===== config.mk =====
export PLATFORM = sky130hd
export DESIGN_NAME = memwr_port_bank
export DESIGN_NICKNAME = d
export VERILOG_FILES = /design/src/rtl/memwr_port_bank.sv
export SDC_FILE = /design/constraint.sdc
export NUM_CORES = 1
export LEC_CHECK = 0
export ABC_AREA = 1
export BUFFER_PORTS_ARGS = -buffer_cell sky130_fd_sc_hd__buf_2
export CAP_MARGIN = 20
export CORE_UTILIZATION = 53
export CTS_CLUSTER_SIZE = 30
export DETAILED_ROUTE_END_ITERATION = 8
export PLACE_DENSITY = 0.87
export SLEW_MARGIN = 25
export SYNTH_ARGS = -nofsm -noshare
export SYNTH_HDL_FRONTEND = slang
export SYNTH_SLANG_ARGS = --single-unit
export TNS_END_PERCENT = 50

===== constraint.sdc =====
create_clock -name clk -period 1.6 [get_ports clk]
set_input_delay 0.16 -clock clk [delete_from_list [all_inputs] [get_ports clk]]
set_output_delay 0.16 -clock clk [all_outputs]
set_load 0.01 [all_outputs]

===== src/rtl/memwr_port_bank.sv =====
// memwr_port_bank
//   Small multi-channel register array. A fill sequence writes FILL_VAL to
//   every entry after reset and again on init_req. Each channel has its own
//   write port and registered read port, and collisions are flagged.
//
//   Optional build macro: MEMWR_LANE_EN. When it is defined, the wr_lane
//   port exists, writes are masked per sub-word lane, and collisions are
//   detected per lane. When it is undefined, every write replaces the whole
//   word.
//
// Ports
//   clk        in   sole clock, rising edge
//   rst_n      in   asynchronous active-low reset
//   init_req   in   re-run the fill sequence (ignored while it runs)
//   init_busy  out  fill sequence running
//   wr_valid   in   [NCH]        per-channel write strobe
//   wr_addr    in   [NCH*AW]     per-channel write address
//   wr_data    in   [NCH*WIDTH]  per-channel write data
//   wr_lane    in   [NCH*LANES]  per-channel lane enables (MEMWR_LANE_EN only)
//   wr_ready   out  writes are accepted (IDLE)
//   rd_addr    in   [NCH*AW]     per-channel read address
//   rd_data    out  [NCH*WIDTH]  per-channel read data, one cycle latency
//   conflict   out  pulse: overlapping accepted writes in the previous cycle
//
// state | meaning
// ------+----------------------------------------------------------
// FILL  | writing FILL_VAL to entry fill_ptr, user writes dropped
// IDLE  | user writes accepted, init_req starts a new fill
module memwr_port_bank #(
  parameter int WIDTH = 4,
  parameter int DEPTH = 2,
  parameter int NCH   = 2,
  parameter int LANES = 2,
  parameter logic [WIDTH-1:0] FILL_VAL = 4'hA,
  localparam int AW = (DEPTH > 1) ? $clog2(DEPTH) : 1
) (
  input  logic                 clk,
  input  logic                 rst_n,
  input  logic                 init_req,
  output logic                 init_busy,
  input  logic [NCH-1:0]       wr_valid,
  input  logic [NCH*AW-1:0]    wr_addr,
  input  logic [NCH*WIDTH-1:0] wr_data,
`ifdef MEMWR_LANE_EN
  input  logic [NCH*LANES-1:0] wr_lane,
`endif
  output logic                 wr_ready,
  input  logic [NCH*AW-1:0]    rd_addr,
  output logic [NCH*WIDTH-1:0] rd_data,
  output logic                 conflict
);

  if (WIDTH % LANES != 0) begin : g_lane_check
    $error("memwr_port_bank: WIDTH must be divisible by LANES");
  end

  typedef enum logic {FILL, IDLE} state_t;

  state_t           state, state_nxt;
  logic [AW-1:0]    fill_ptr, fill_ptr_nxt;
  logic [WIDTH-1:0] mem     [DEPTH];
  logic [WIDTH-1:0] mem_nxt [DEPTH];
  logic [AW-1:0]    waddr   [NCH];
  logic [AW-1:0]    raddr   [NCH];
  logic [WIDTH-1:0] wdata   [NCH];
  logic [WIDTH-1:0] bmask   [NCH];
  logic [NCH-1:0]   accept;
  logic             conflict_nxt;

  always_ff @(posedge clk or negedge rst_n) begin
    if (!rst_n) begin
      state    <= FILL;
      fill_ptr <= '0;
    end else begin
      state    <= state_nxt;
      fill_ptr <= fill_ptr_nxt;
    end
  end

  always_comb begin
    state_nxt    = state;
    fill_ptr_nxt = fill_ptr;
    init_busy    = 1'b0;
    wr_ready     = 1'b0;
    case (state)
      FILL: begin
        init_busy = 1'b1;
        if (fill_ptr == AW'(DEPTH - 1)) begin
          state_nxt    = IDLE;
          fill_ptr_nxt = '0;
        end else begin
          fill_ptr_nxt = fill_ptr + 1'b1;
        end
      end
      IDLE: begin
        wr_ready = 1'b1;
        if (init_req) begin
          state_nxt    = FILL;
          fill_ptr_nxt = '0;
        end
      end
    endcase
  end

  // Per-channel unpacking, write bit-mask and acceptance.
  always_comb begin
    for (int c = 0; c < NCH; c++) begin
      waddr[c]  = wr_addr[c*AW +: AW];
      raddr[c]  = rd_addr[c*AW +: AW];
      wdata[c]  = wr_data[c*WIDTH +: WIDTH];
`ifdef MEMWR_LANE_EN
      for (int l = 0; l < LANES; l++)
        bmask[c][l*(WIDTH/LANES) +: (WIDTH/LANES)] = {(WIDTH/LANES){wr_lane[c*LANES + l]}};
`else
      bmask[c]  = '1;
`endif
      accept[c] = (state == IDLE) && wr_valid[c] && (32'(waddr[c]) < 32'(DEPTH));
    end
  end

  // Channels are applied in ascending order so the highest-numbered channel
  // owns any bit written by more than one channel.
  always_comb begin
    for (int i = 0; i < DEPTH; i++) mem_nxt[i] = mem[i];
    if (state == FILL) begin
      mem_nxt[fill_ptr] = FILL_VAL;
    end else begin
      for (int c = 0; c < NCH; c++)
        if (accept[c])
          mem_nxt[waddr[c]] = (mem_nxt[waddr[c]] & ~bmask[c]) | (wdata[c] & bmask[c]);
    end
  end

  // Lanes occupy disjoint bits, so overlapping bit-masks means a shared lane.
  always_comb begin
    conflict_nxt = 1'b0;
    for (int i = 0; i < NCH; i++)
      for (int j = i + 1; j < NCH; j++)
        if (accept[i] && accept[j] && (waddr[i] == waddr[j]) && |(bmask[i] & bmask[j]))
          conflict_nxt = 1'b1;
  end

  always_ff @(posedge clk or negedge rst_n) begin
    if (!rst_n) begin
      for (int i = 0; i < DEPTH; i++) mem[i] <= '0;
      rd_data  <= '0;
      conflict <= 1'b0;
    end else begin
      for (int i = 0; i < DEPTH; i++) mem[i] <= mem_nxt[i];
      for (int c = 0; c < NCH; c++)
        rd_data[c*WIDTH +: WIDTH] <= (32'(raddr[c]) < 32'(DEPTH)) ? mem[raddr[c]] : '0;
      conflict <= conflict_nxt;
    end
  end

endmodule


* After elaboration in Yosys (flattened, before gate mapping)
Cells that the tools add are included.
Storage, ports and cells: word-level logic and storage cells 60, register bits 19, input bits 17
Operators by class: add/sub/neg operators 1, bitwise operators 9, $lt $le $gt $ge 8, eq/ne operators 2, muxes and demuxes 27, reductions and logical operators 7
Operator list (count):
- 2-to-1 mux 4 bit | 9
- 2-to-1 mux 8 bit | 4
- bitwise mux 8 bit | 2
- demux 4 bit (select 1 bit) | 3
- greater-or-equal comparator 2 bit (second input constant) | 5
- NOT 1 -> 2 bit | 5
- logical AND 1 bit | 7
- 2-to-1 mux 1 bit | 7
- < comparator 2 x 1 -> 1 bit (second input constant) | 3
- AND 4 bit | 1
- NOT 4 bit | 1
- OR 4 bit | 1
- one-hot mux 1 bit (2 select lines) | 2
- inequality test 2 bit (second input constant) | 1
- adder 1 bit (second input constant) | 1
- equality test 1 bit | 1
- NOT 1 bit | 1

* Depth between registers and ports, before layout
Gate-level depths: netlist of the first run.
depth after elaboration 11, gate-level depth with buffers 7, gate-level depth less buffers 7

* Worst setup path after synthesis of the first run
OpenSTA, ideal clock, no wires.
path kind reg-to-reg, start point reg state, end point reg mem[6] (netlist name), setup time 0.117 ns, slack 0.512 ns, cell stages (with the launch flop) 7, required time 1.483 ns, arrival 0.971 ns, clock period less this slack 1.088 ns, cells stage by stage dfrtp_1 -> nand2_2 -> inv_2 -> nand2_2 -> or2_0 -> nand3_1 -> nand2_1
RTL lines:
- from (decl) | RTL line 59 | state_t state, state_nxt;
- from (signal assigned) | RTL line 75 | state <= state_nxt;
- to (decl) | RTL line 61 | logic [WIDTH-1:0] mem [DEPTH];

* Worst setup path in the final report of the first run
start point reg state, end point out wr_ready
On the way: longest elaborated chain between the ends 1
RTL lines:
- 2-to-1 mux 1 bit | RTL line 85 | case (state)
- to (decl) | RTL line 47 | output logic wr_ready,
Every way passes these cells.

==> results by stage, run 1 <==
Run status:
- The flow ran to the end, and the final reports show no timing, DRC or antenna violations.

Setup path:
- The number of buffer and inverter stages on the critical path is 2.
- STA classifies the critical path endpoint as an output pin.
- The signal on the critical path passes through buf_4 > buf_2.
- The critical path's top delay family is flip-flops.
- The endpoint required time on the critical path is 1440 ps.
- STA puts the critical path data arrival time at 1190 ps.
- Among all stages on the critical path, the largest delay is contributed by sky130_fd_sc_hd__dfrtp_1.
- The maximum single-stage delay on the critical path is 520 ps.
- The worst setup path is of the reg -> out kind.
- In this run the worst path has a maximum fanout of 8.
- STA classifies the critical path startpoint as a flop.

Floorplanning:
- The die covers 1990 um^2.
- After floorplanning, the core was divided into 15 placement rows.
- The initial utilization of the core area, before any placement, comes to 0.565.
- For this design the top-level I/O count stands at 28.
- In this run the standard cell core region covers 1710 um^2.
- The overall die height is 44.7 um.
- The die span in x is 44.7 um.

Yosys:
- Counting distinct cell types in the post-synthesis netlist gives 20.
- The combinational family with the most area after synthesis is simple AND/OR/NAND/NOR gates.
- The synthesized cell area is 965 um^2.
- The per-instance average area after synthesis is 7.78 um^2.
- Sorting the synthesized cells by how often they occur yields 36 x sky130_fd_sc_hd__nand2_1, 19 x sky130_fd_sc_hd__dfrtp_1, 15 x sky130_fd_sc_hd__inv_1.
- The number of synthesized flops with an enable pin is 0.
- The cell type with the largest total area after synthesis is sky130_fd_sc_hd__dfrtp_1.
- After technology mapping, the gate count stands at 124.
- By area the synthesized netlist is led by sky130_fd_sc_hd__dfrtp_1 49%, sky130_fd_sc_hd__nand2_1 14%, sky130_fd_sc_hd__inv_1 5.8%.
- In the synthesized netlist the dominant register cell turns out to be sky130_fd_sc_hd__dfrtp_1.
- Of the total synthesized cell area, the portion taken by AND, OR, NAND and NOR gates is 0.305.
- Of the total synthesized cell area, the portion taken by full adders, half adders and majority gates is 0.
- Of the post-synthesis cell area, the part taken by muxes is 0.
- The area fraction of the dominant cell type after synthesis is 0.493.
- The share of synthesized area occupied by flip-flops and latches is 0.493.
- The number of warnings reported in the yosys synthesis log is 0.
- The number of nets produced by synthesis is 141.
- Of the total synthesized cell area, the portion taken by XOR and XNOR cells is 0.00908.
- The flip-flop and latch count after synthesis is 19.
- The complex-gate fraction of the synthesized area is 0.108.
- sky130_fd_sc_hd__nand2_1 is the most common cell in the netlist.
- Of all flip-flops after synthesis, the portion carrying an async set or reset was 1.00.

CTS:
- The maximum clock insertion buffer count is 2.
- The number of clock buffers inserted by TritonCTS is 3.
- The H-tree depth is 1.
- The clock drives 19 sinks.
- The clock tree from TritonCTS is yes.
- The latest clock arrival within the worst-skew pair is 310 ps.
- The cell at the root of the clock tree is sky130_fd_sc_hd__clkbuf_4.
- The clock input transition at the sequential cells of the worst setup and hold paths is 120 ps.

Layout:
- The number of diodes is 0.
- The signed area change from the synthesized netlist to the final layout is 20.8%.
- The number of nets in the final layout is 174.
- The fraction of final layout cells sized beyond drive strength 1 is 0.276.
- The count of cells in the finished layout, fillers not included, comes to 181.
- At the end of the flow the core is filled with cells to 0.682.

Global routing:
- The via count of the first global-routing pass is 783.
- For this run, the total global-route usage over all layers was measured as 0.236.
- The wire length of the first global-routing pass is 3370 um.
- The number of antenna violations at the first check in global routing was 0.
- For this run the aggregate overflow at the end of global routing stands at 0.
- The largest net degree at the start of global routing is 20.

Pwr:
- The switching component of the power is 0.000747 W.
- The fraction of power consumed by combinational cells is 0.421.
- The analysis attributes to cell leakage a power of 0.647 nW.
- The internal power of the cells totals 0.00103 W.
- The worst-case vdd ir drop is 867 uV.
- The clock network fraction of design power is 0.145.
- Of the total power, the share spent switching nets is 0.421.
- Of the total power, registers draw 0.434.
- The power density over the cells is 1520 nW/um^2.

Detailed routing:
- The average wire per standard cell is 11.7 um.
- The number of nets with antenna violations after routing is 0.
- Using the TritonRoute via totals, the vias-per-cell ratio works out to 5.06.
- The total detailed-routing wirelength is 2130 um.
- The routed layout has 915 vias.
- The number of remaining DRC errors is 0.
- The violation count after the first detailed-routing iteration is 48.
- The pre-antenna-repair detailed-routing pass consisted of 4 iterations.

Place:
- The total instance count after detailed placement is 176.
- Routability-driven placement finished with a final weighted congestion of 0.865.
- Summed over all nets, the half-perimeter wirelength after detailed placement is 1600 um.
- The quantity of I/O buffers inserted on ports is 27.

STA:
- Setup total negative slack on the finished layout was measured at 0 ps.
- The setup clock skew after layout is 4.06 ps.
- The setup violation total in the final timing report is 0.
- The slew of the pin with the lowest slew margin is 428 ps.
- The number of hold violations in the final report is 0.
- In this run the tightest slew margin relative to its limit is 0.715.
- The number of pins exceeding their max-slew limit in the final report is 0.
- Dividing the final minimum period by the clock period gives 0.845.
- Subtracting the final worst setup slack from the clock period gives 1350 ps.
- The maximum clock rate is 740 MHz.
- Setup repair after global routing left no endpoint under its margin.

Flow run:
- Max-cap violations in this run came to 0.

Hold path:
- The path category of the worst min-delay check is in -> reg.
==> path summary, 6_finish.rpt <==
| check | startpoint | to | slack (ps) | cells after the start |
|---|---|---|---|---|
| max | state | wr_ready | 250 | 2 |
| max in group asynchronous | rst_n | rd_data[5] | 1000 | 2 |
| min reg2reg | mem[1] | rd_data[1] | 540 | 2 |
| min | rd_addr[0] | rd_data[1] | 120 | 2 |
| max reg2reg | state | mem[3] | 350 | 4 |
| min in group asynchronous | rst_n | mem[1] | 300 | 2 |
==> layer usage <==
| metal | share of wire | global-route usage | up-vias | wire [um] |
|---|---|---|---|---|
| li1 | - | - | 454 | - |
| met3 | 0.078 | 0.0449 | 7 | 166 |
| met5 | 0 | 0 | - | 0 |
| met1 | 0.40 | 0.291 | 405 | 849 |
| met2 | 0.50 | 0.394 | 49 | 1060 |
| met4 | 0.024 | 0.115 | 0 | 50 |
==> cell families after synthesis <==
kind of cell / after synthesis
xor gates and xnor gates: 1
DFF: 19
AOI/OAI and AO/OA: 20
and+or+nand+nor: 64
buffers and inverters: 20
==> power by group through the flow <==
stage          Clock, W  Combinational (W)  Sequential, W
2_1_floorplan         0           0.000475       0.000800
3_3_place_gp          0           0.000715       0.000773
3_5_place_dp          0           0.000740       0.000780
4_1_cts        0.000255           0.000747       0.000771
5_1_grt        0.000271           0.000843       0.000797
6_report       0.000257           0.000748       0.000771
==> stage by stage <==
stage | instance area (um^2) | setup slack [ps] | total power, W | hold WS, ps
final | 1160 | 249 | 0.00178 | 117
after detailed placement | 1130 | 373 | 0.00152 | 121
after global routing | 1160 | 193 | 0.00191 | 132
after floorplan | 965 | 512 | 0.00127 | -136
after CTS | 1160 | 263 | 0.00177 | 118
after global placement | 1130 | 409 | 0.00149 | 116
==> repair_timing <==
action,in CTS,in global routing
endpoints found under the hold margin,19,0
hold buffers,1,0
buffers inserted,0,0
gates resized for setup,0,0
==> final cells by class <==
cell class                      count  area (um^2)
Clock buffer                        3         22.5
Timing Repair Buffer               29          153
Multi-Input combinational cell     85          407
Clock inverter                      1         5.00
Fill cell                         147          543
Sequential cell                    19          475
Inverter                           19         71.3
Tap cell                           25         31.3
==> cells in the final DEF (no fill, tap or decap) <==
master and n:
sky130_fd_sc_hd__xor2_1 1, sky130_fd_sc_hd__o21ai_1 1, sky130_fd_sc_hd__clkinv_2 1, sky130_fd_sc_hd__o21ai_0 8, sky130_fd_sc_hd__or2_1 1, sky130_fd_sc_hd__inv_1 15, sky130_fd_sc_hd__nand3_4 1, sky130_fd_sc_hd__clkbuf_4 3
sky130_fd_sc_hd__nor2_2 1, sky130_fd_sc_hd__nand3_1 8, sky130_fd_sc_hd__o21ai_2 1, sky130_fd_sc_hd__or2_0 1, sky130_fd_sc_hd__nand2_2 3, sky130_fd_sc_hd__buf_4 1, sky130_fd_sc_hd__dlygate4sd3_1 1, sky130_fd_sc_hd__nor2_1 8
sky130_fd_sc_hd__nor3_1 1, sky130_fd_sc_hd__dfrtp_1 19, sky130_fd_sc_hd__a21oi_1 10, sky130_fd_sc_hd__inv_2 4, sky130_fd_sc_hd__nand3_2 1, sky130_fd_sc_hd__buf_2 27, sky130_fd_sc_hd__nand2_1 36, sky130_fd_sc_hd__nand4_1 3
==> flip-flops by register name, indices dropped and copies added, names as in the netlist <==
name / flops
rd_data: 8
state: 1
fill_ptr: 1
mem: 8
conflict: 1
No activity file was read; power rests on OpenSTA's default activity.
==> run 2, diff against run 1 <==
CORE_UTILIZATION = 50   (was 53)
PLACE_DENSITY = 0.83   (was 0.87)
clock period = 1.4 ns   (was 1.6 ns; I/O delays follow)
==> results by stage, run 2 (synthesis gave the netlist of run 1 again) <==
Setup path:
- The category of the worst setup path capture point is a flop (was output pin).
- The setup slack of the worst register-to-register path is 110 ps (was 350 ps).
- The arrival time at the worst endpoint is 1510 ps (was 1190 ps).
- The launching point of the worst reg2reg path is state (unchanged).
- The worst reg2reg path endpoint is mem[3] (unchanged).
- The kind of start point of the critical path is a flop (unchanged).
- The maximum fanout encountered on the critical timing path is 8 (unchanged).
- The worst reg2reg path depth is 4 (unchanged).
- The endpoint required time on the critical path is 1620 ps (was 1440 ps).
- The type of the worst setup path is reg -> reg (was reg -> out).

Hold path:
- The hold path startpoint is rd_addr[0] (unchanged).
- The number of cells traversed by the worst hold path is 2 (unchanged).
- The endpoint of the worst hold-timing path is rd_data[2] (was rd_data[1]).
- The path category of the worst min-delay check is in -> reg (unchanged).

Pwr:
- The leakage power total is 0.652 nW (was 0.647 nW).
- The power density over the cells is 1730 nW/um^2 (was 1520 nW/um^2).
- The overall power is 0.00203 W (was 0.00178 W).
- The worst-case vdd ir drop came to 944 uV (was 867 uV).

CTS:
- The clock input transition at the sequential cells of the worst setup and hold paths came to 110 ps (was 120 ps).
- The post-cts repair resize count is 0 (unchanged).
- The maximum clock insertion buffer count was 2 (unchanged).
- The H-tree depth came to 1 (unchanged).
- The number of clock buffers inserted by TritonCTS came to 3 (unchanged).
- The latest clock arrival within the worst-skew pair came to 290 ps (was 310 ps).
- The total clock sinks is 19 (unchanged).
- The cell at the root of the clock tree is sky130_fd_sc_hd__clkbuf_4 (unchanged).
- The clock tree from TritonCTS is yes (unchanged).

STA:
- The worst relative slew slack came to 0.717 (was 0.715).
- The slew of the pin with the lowest slew margin is 425 ps (was 428 ps).
- Setup repair after global routing missed its margin: no (unchanged).
- The maximum clock rate is 774 MHz.
- The number of hold violations in the final report is 0 (unchanged).
- The share of the clock period used by the worst path is 0.922.
- The total negative slack for setup checks is 0 ps (unchanged).
- The clock period could shrink to 1290 ps.
- The setup clock skew after layout is 7.48 ps (was 4.06 ps).
- The number of pins exceeding their max-slew limit in the final report is 0 (unchanged).
- The setup violation total in the final timing report is 0 (unchanged).

Detailed routing:
- The via-per-instance ratio is 5.04 (was 5.06).
- The number of nets with antenna violations after routing is 0 (unchanged).
- The total detailed-routing wirelength is 2100 um (was 2130 um).
- The total vias in the final route is 917 (was 915).
- The average wire per standard cell is 11.6 um (was 11.7 um).
- The first-pass iteration count of the detailed router is 4 (unchanged).
- The violation count after the first detailed-routing iteration came to 28 (was 48).
- The number of remaining DRC errors was 0 (unchanged).

Global routing:
- The number of antenna violations at the first check in global routing is 0 (unchanged).
- The overall global routing resource usage is 0.235 (was 0.236).
- The largest net degree at the start of global routing came to 20 (unchanged).
- The wire length of the first global-routing pass came to 3450 um (was 3370 um).
- The via count of the first global-routing pass came to 802 (was 783).
- The total congestion overflow was 0 (unchanged).

Layout:
- Registers with the most flip-flops: mem: 8 flops, rd_data: 8 flops (unchanged).
- The number of nets in the final layout is 175 (was 174).
- The signed area change from the synthesized netlist to the final layout was 21.5% (was 20.8%).
- The fraction of final layout cells sized beyond drive strength 1 is 0.280 (was 0.276).
- The number of diodes is 0 (unchanged).
- The most frequent standard cell in the layout excluding fill and tap cells is sky130_fd_sc_hd__nand2_1 (unchanged).
- Commonest non-fill, non-tap cells in the layout: 36 x sky130_fd_sc_hd__nand2_1, 27 x sky130_fd_sc_hd__buf_2, 19 x sky130_fd_sc_hd__dfrtp_1 (unchanged).

Run status:
- Run status: completed (unchanged).

Place:
- The routability congestion estimate is 0.944 (was 0.865).
- The post-DP HPWL is 1650 um (was 1600 um).
- The quantity of I/O buffers inserted on ports is 27 (unchanged).

Floorplanning:
- The overall die height is 45.9 um (was 44.7 um).
- The die span in x is 45.9 um (was 44.7 um).
- The full die area came to 2110 um^2 (was 1990 um^2).
- The number of ports placed on the die boundary was 28 (unchanged).
- The placeable core area came to 1760 um^2 (was 1710 um^2).
- The count of standard-cell rows was 15 (unchanged).
- The initial cell density of the core came to 0.547 (was 0.565).

Flow run:
- The max-capacitance violation count was 0 (unchanged).
[run 2: cell count changes in the layout (fill, tap and decap cells not counted), sizes merged]
cell	change
buf	+1
[run 2: final cells by class]
type | instances | area (um^2)
Sequential cell | 19 | 475
Multi-Input combinational cell | 85 | 407
Clock inverter | 1 | 5.00
Inverter | 19 | 71.3
Fill cell | 164 | 592
Clock buffer | 3 | 22.5
Timing Repair Buffer | 30 | 160
Tap cell | 25 | 31.3
[run 2: repair_timing]
| item | 4_1_cts | 5_1_grt |
|---|---|---|
| buffers inserted | 0 | 0 |
| hold buffers | 1 | 0 |
| endpoints found under the setup margin | 0 | 0 |
| hold endpoints to repair | 19 | 0 |
[run 2: metrics by stage]
step | instances | util | hold WS [ps] | setup WS [ps] | cell area, um^2
after floorplan | 124 | - | -156 | 312 | 965
after global placement | 177 | 0.643 | 97.5 | 218 | 1130
after detailed placement | 177 | 0.643 | 97.9 | 195 | 1130
after CTS | 182 | 0.665 | 112 | 160 | 1170
after global routing | 182 | 0.665 | 125 | 4.40 | 1170
final | 182 | 0.665 | 115 | 109 | 1170
[run 2: worst max-delay path by stage]
stage	endpoint	cells past startpoint	from	slack, ps
after floorplan	mem[6]	6	state	310
after global placement	mem[7]	5	state	220
after detailed placement	mem[3]	4	state	190
after CTS	mem[3]	4	state	160
after global routing	mem[3]	4	state	4
final	mem[3]	4	state	110
[run 2: worst max-delay path: stages (launching register included)]
cell	delay, ps
sky130_fd_sc_hd__dfrtp_1	520
sky130_fd_sc_hd__nand2_2	130
sky130_fd_sc_hd__nor2_1	270
sky130_fd_sc_hd__a21oi_1	120
sky130_fd_sc_hd__a21oi_1	180
[run 2: layer usage]
layer	track usage	wire length [um]
met3	0.0437	155
met4	0.0824	25
met5	0	0
met1	0.286	851
met2	0.408	1070
[run 2: report_power, final]
group	internal (W)	total, W	switching, W
registers	0.000748	0.000887	0.000139
logic	0.000341	0.000868	0.000527
clock network	0.000106	0.000274	0.000168
